<file path="config.mk">
export PLATFORM = sky130hd
export DESIGN_NAME = cam2ram_writer
export DESIGN_NICKNAME = d
export VERILOG_FILES = /design/src/rtl/cam2ram_writer.sv
export SDC_FILE = /design/constraint.sdc
export NUM_CORES = 1
export LEC_CHECK = 0
export ABC_AREA = 0
export CAP_MARGIN = 40
export CORE_AREA = 2 2 84 86
export CTS_CLUSTER_DIAMETER = 80
export DETAILED_ROUTE_END_ITERATION = 8
export DIE_AREA = 0 0 86 88
export GPL_ROUTABILITY_DRIVEN = 0
export GPL_TIMING_DRIVEN = 0
export PLACE_DENSITY_LB_ADDON = 0.25
export SLEW_MARGIN = 20
export SYNTH_ARGS = -nofsm -noshare
export SYNTH_HDL_FRONTEND = slang
export SYNTH_SLANG_ARGS = --single-unit
</file>
<file path="constraint.sdc">
create_clock -name pclk -period 3 [get_ports pclk]
set_input_delay 0.9 -clock pclk [delete_from_list [all_inputs] [get_ports pclk]]
set_output_delay 0.9 -clock pclk [all_outputs]
set_load 0.03 [all_outputs]
</file>
<file path="src/rtl/cam2ram_writer.sv">
// Captures one YUYV camera frame on request, crops a W x H window and writes
// 3-bit grey (Y[7:5]) sequentially into the frame RAM on the pixel clock.
module cam2ram_writer #(
  parameter int unsigned X0 = 220,
  parameter int unsigned Y0 = 140,
  parameter int unsigned W  = 200,
  parameter int unsigned H  = 200
) (
  input  logic        pclk,
  input  logic        rst,
  input  logic        vsync,
  input  logic        href,
  input  logic [7:0]  din,
  input  logic        cap_req,
  output logic        wrclk,
  output logic [15:0] wraddr,
  output logic [2:0]  wrdata,
  output logic        wren,
  output logic        busy,
  output logic        cap_done,
  output logic        frame_ok
);

  localparam logic [15:0] WH     = 16'(W * H);
  localparam logic [9:0]  COL_LO = 10'(X0);
  localparam logic [9:0]  COL_HI = 10'(X0 + W);
  localparam logic [8:0]  ROW_LO = 9'(Y0);
  localparam logic [8:0]  ROW_HI = 9'(Y0 + H);

  typedef enum logic [1:0] {
    S_IDLE,
    S_ARMED,
    S_CAPTURE,
    S_DONE
  } state_t;

  state_t      state;
  logic        vsync_d;
  logic        href_d;
  logic [10:0] bcnt;
  logic [8:0]  row;
  logic [15:0] wcnt;

  logic        fs;
  logic        fe;
  logic        le;
  logic [9:0]  col;
  logic        in_win;
  logic        qualify;
  logic [15:0] wcnt_nxt;
  logic        unused_din;

  assign wrclk = pclk;

  assign fs  = vsync_d & ~vsync;
  assign fe  = ~vsync_d & vsync;
  assign le  = href_d & ~href;
  assign col = bcnt[10:1];

  assign in_win = (col >= COL_LO) && (col < COL_HI) &&
                  (row >= ROW_LO) && (row < ROW_HI);

  // Only luma bytes inside the window count, and never more than W*H of them.
  assign qualify  = (state == S_CAPTURE) && href && !bcnt[0] && in_win && (wcnt < WH);
  assign wcnt_nxt = qualify ? wcnt + 16'd1 : wcnt;

  assign unused_din = ^din[4:0];

  always_ff @(posedge pclk) begin
    if (rst) begin
      state    <= S_IDLE;
      vsync_d  <= 1'b1;
      href_d   <= 1'b0;
      bcnt     <= '0;
      row      <= '0;
      wcnt     <= '0;
      wraddr   <= '0;
      wrdata   <= '0;
      wren     <= 1'b0;
      busy     <= 1'b0;
      cap_done <= 1'b0;
      frame_ok <= 1'b0;
    end else begin
      vsync_d  <= vsync;
      href_d   <= href;
      wren     <= 1'b0;
      cap_done <= 1'b0;

      case (state)
        S_IDLE: begin
          if (cap_req) begin
            state    <= S_ARMED;
            busy     <= 1'b1;
            wcnt     <= '0;
            frame_ok <= 1'b0;
          end
        end

        // An fs coinciding with the accepting cap_req was seen in IDLE, so it is skipped.
        S_ARMED: begin
          if (fs) begin
            state <= S_CAPTURE;
            bcnt  <= '0;
            row   <= '0;
          end
        end

        S_CAPTURE: begin
          if (le) begin
            bcnt <= '0;
            if (row != '1) row <= row + 9'd1;
          end else if (href && (bcnt != '1)) begin
            bcnt <= bcnt + 11'd1;
          end

          if (qualify) begin
            wren   <= 1'b1;
            wrdata <= din[7:5];
            wraddr <= wcnt;
            wcnt   <= wcnt_nxt;
          end

          // Outputs registered here so they are visible during the DONE cycle.
          if (fe) begin
            state    <= S_DONE;
            busy     <= 1'b0;
            cap_done <= 1'b1;
            frame_ok <= (wcnt_nxt == WH);
          end
        end

        S_DONE: state <= S_IDLE;

        default: state <= S_IDLE;
      endcase
    end
  end

endmodule

</file>
## Word-level counts from Yosys, hierarchy flattened

Cells that the tools add are included.

- $add $sub $neg: 3
- Multiply operators: 0
- Div/mod/pow operators: 0
- $lt $le $gt $ge: 5
- Eq/ne operators: 13
- Shift operators: 0
- Mux-type cells: 24
- Bitwise gates (word level): 7
- Reduce and logical (&&, ||, !) cells: 19

Operator list:

| operator | number |
|---|---|
| 2-to-1 mux 16 bit | 3 |
| 2-to-1 mux 11 bit | 3 |
| case mux 16 bit (2 select lines) | 1 |
| 2-to-1 mux 9 bit | 3 |
| case mux 11 bit (2 select lines) | 1 |
| case mux 9 bit (2 select lines) | 1 |
| adder 16 x 1 -> 16 bit, second input constant | 1 |
| == test 16 bit, second input constant | 1 |
| < comparator 16 bit, second input constant | 1 |
| AND reduction 3 bit | 4 |
| adder 11 x 1 -> 11 bit, second input constant | 1 |
| inequality test 11 bit, second input constant | 1 |
| greater-or-equal comparator 10 x 8 -> 1 bit, second input constant | 1 |
| < comparator 10 x 9 -> 1 bit, second input constant | 1 |
| inequality test 2 bit, second input constant | 5 |
| adder 9 x 1 -> 9 bit, second input constant | 1 |
| greater-or-equal comparator 9 x 8 -> 1 bit, second input constant | 1 |
| < comparator 9 bit, second input constant | 1 |
| inequality test 9 bit, second input constant | 1 |
| logical AND 1 bit | 8 |
| case mux 2 bit (4 select lines) | 1 |
| 2-to-1 mux 1 bit | 6 |
| 2-to-1 mux 2 bit | 3 |
| == test 2 bit, second input constant | 2 |
| other kinds (12) | 19 |

- Bits in registers: 63
- Bits in latches: 0
- Memory bits (writable): 0
- Bits in read-only memories: 0
- Input port bits: 13
- Output and inout port bits: 24
- Logic and storage cells: 83
- Memories kept: 0

## Logic depth before layout (Yosys ltp)

- Depth after elaboration: 10
- Depth in mapped cells: 12
- Depth with buffers taken out: 10

==> results.yml <==
synth:
  synthFlopType: "dfxtp_1"
  synth.avg_cell_area_sq_um: 7.90
  async_reset_ff_share_pct: 0
  synth_edf_count: 0
  synth-simple-area-share_pct: 28.2
  synthXorXnorAreaFrac_pct: 5.18
  synth-compound-area-share_pct: 19.1
  yosysWarningCount: 0
  muxShareOfSynthArea_pct: 0.350
  synthAdderAreaFrac_pct: 3.11
  yosysSeqAreaShare_pct: 39.2
  synth.distinct_cells: 56
  ys_seq_elements: 63
  synth_top_family_by_area: "simple AND/OR/NAND/NOR gates"
  syn_nets: 428
  synth_area_sq_um: 3210
  syn_inst: 407
die:
  ioPinCount: 37
  num_rows: 30
  start_util_pct: 48.4
  die-height_um: 88
  dieArea_sq_um: 7570
  core_area_sq_um: 6640
  fp.dieW_um: 86
pwr:
  ir_drop_mv: 0.459
  p_leak_nw: 1.42
  cellPowerDensity_nw_per_um2: 592
global_routing:
  grt_pass1_wl_mm: 13.2
  grt_usage_pct: 22.3
  grt_overflow: 0
  antenna_found_initial: 0
  grt_max_degree: 13
  grt_pass1_vias: 2842
setup_path:
  arrival_ns: 2.00
  path_class: "clock port to output pin"
  cp-start-kind: "clock port"
  worstPathRequired_ns: 2.10
  r2r_slack_ns: 0.11
  crit_fanout: 2
  cp-end-kind: "output pin"
finish:
  syn_to_final_growth_pct: 23.5
  layout_common_cells: "nand2_1, dfxtp_1, a21oi_1"
  final_layout_size_suffix_gt1_share_pct: 11.1
  final_common_cell: "nand2_1"
  num_antenna_cells: 0
  nFillCells: 612
  fin_nets: 475
timing:
  whs_ns: 0.456
  worstMarginPinSlew_ns: 0.605
  hold_violations: 0
  finalMaxSlewViolations: 0
  skew_ns: 0.0130
  slew_headroom_pct: 59.2
  fmax_ghz: 0.346
  min_period_ns: 2.90
  tns_ns: 0
  rsz0062_at_grt: "false"
  period_share_pct: 96.7
  setup_viol: 0
drt:
  antenna_left: 0
  wirelength_mm: 8.03
  drtPass1Iterations: 5
  drc_errors: 0
  wl_per_cell_um: 14.9
  vias: 3116
  vias_per_cell: 5.78
  drtIter0Drc: 280
clocking:
  cts_tree: "built"
  clk_latency_ns: 0.47
  clkTransAtPathRegs_ns: 0.07
flow_run:
  max_cap_viol_count: 0
place:
  port_buffers: 31
  dp_hpwl_mm: 5.70
hold_path:
  hp-class: "register to register"
run_status:
  status: "finished, final reports clean"
-- final cells by class --
| type | count | area, sq um | share of cell area (%) |
|---|---|---|---|
| multi-input cells | 307 | 1850 | 46.6 |
| clock inverters | 7 | 96.3 | 2.43 |
| flip-flops and latches | 63 | 1260 | 31.8 |
| inverters | 15 | 56.3 | 1.42 |
| well taps | 80 | 100 | 2.52 |
| repair buffers | 34 | 337 | 8.48 |
| clock buffers | 13 | 173 | 4.35 |
| plain buffers | 20 | 97.6 | 2.46 |
-- sequential cells by signal, indices dropped and copies added, names as in the netlist, 2 cells and up --
name,flops
bcnt,11
state,2
row,9
wraddr,16
wrdata,3
wcnt,16
-- per-stage QoR --
stage	cell area, sq um	std cells	util (%)	power (mW)	worst slack (ns)
global route	3970	539	59.7	2.46	0.00257
global placement	3620	518	54.6	1.41	-0.649
detailed placement	3620	518	54.6	1.43	-0.634
floorplan	3210	407	-	1.28	0.291
finish	3970	539	59.7	2.35	0.100
CTS	3900	539	58.7	2.35	0.0103
-- cell usage after synthesis, drive strengths merged (2+ instances only) --
master / instances / area [sq um]
ha: 8 / 100
a21oi: 38 / 190
and3: 12 / 75.1
nor3b: 3 / 22.5
dfxtp: 63 / 1260
o41ai: 2 / 17.5
o31ai: 3 / 22.5
nand4: 9 / 62.6
a2111oi: 3 / 26.3
nand2: 65 / 244
o21ai: 26 / 134
buf: 5 / 33.8
xor2: 10 / 87.6
a31oi: 6 / 37.5
nand3b: 2 / 15.0
or3: 8 / 50.1
nor2: 33 / 124
xnor2: 9 / 78.8
a221oi: 4 / 58.8
or4: 4 / 30.0
nor2b: 3 / 18.8
and2: 3 / 18.8
nand2b: 5 / 31.3
nor3: 6 / 30.0
or2: 5 / 31.3
nand3: 17 / 85.1
inv: 15 / 56.3
and4: 3 / 26.3
clkbuf: 17 / 63.8
-- report_power, final --
| group | internal, mW | total [mW] | switching (mW) |
|---|---|---|---|
| logic | 0.154 | 0.468 | 0.314 |
| clock network | 0.588 | 0.996 | 0.408 |
| registers | 0.863 | 0.884 | 0.0209 |
-- metal layers --
metal / up-vias / global-route usage (%) / wire, um
met5: - / 0 / 0
met4: 0 / 10.5 / 136
met3: 17 / 5.28 / 410
met2: 88 / 35.6 / 3820
met1: 1482 / 28.6 / 3670
li1: 1529 / - / -
-- path summary, 6_finish.rpt --
kind / start / endpoint / depth (start not counted)
hold reg to reg: wraddr[10]$_SDFFE_PP0P_ / wraddr[10]$_SDFFE_PP0P_ / 2
setup reg to reg: wcnt[7]$_SDFFE_PP0P_ / wcnt[15]$_SDFFE_PP0P_ / 9
hold / removal: wraddr[10]$_SDFFE_PP0P_ / wraddr[10]$_SDFFE_PP0P_ / 2
setup / recovery: pclk / wrclk / 4
-- logic make-up after synthesis --
kind of cell | count (synthesis)
AND/OR/NAND/NOR | 183
AO/OA/AOI/OAI | 96
flip-flops | 63
buffers and inverters | 37
XOR/XNOR | 19
adder cells (fa/ha/maj) | 8
multiplexers | 1
-- timing repair --
item / CTS / global route
endpoints found under the setup margin: 16 / 36
setup buffers: 2 / 2
hold buffers: 0 / 0
gates resized for setup: 3 / 19
endpoints found under the hold margin: 0 / 0
pin swaps: 0 / 3
-- critical path, stage by stage --
cell and delay [ns]:
clkbuf_8 0.11, clkbuf_8 0.12, buf_4 0.12, buf_4 0.15
Power figures use the tool's default switching activity.
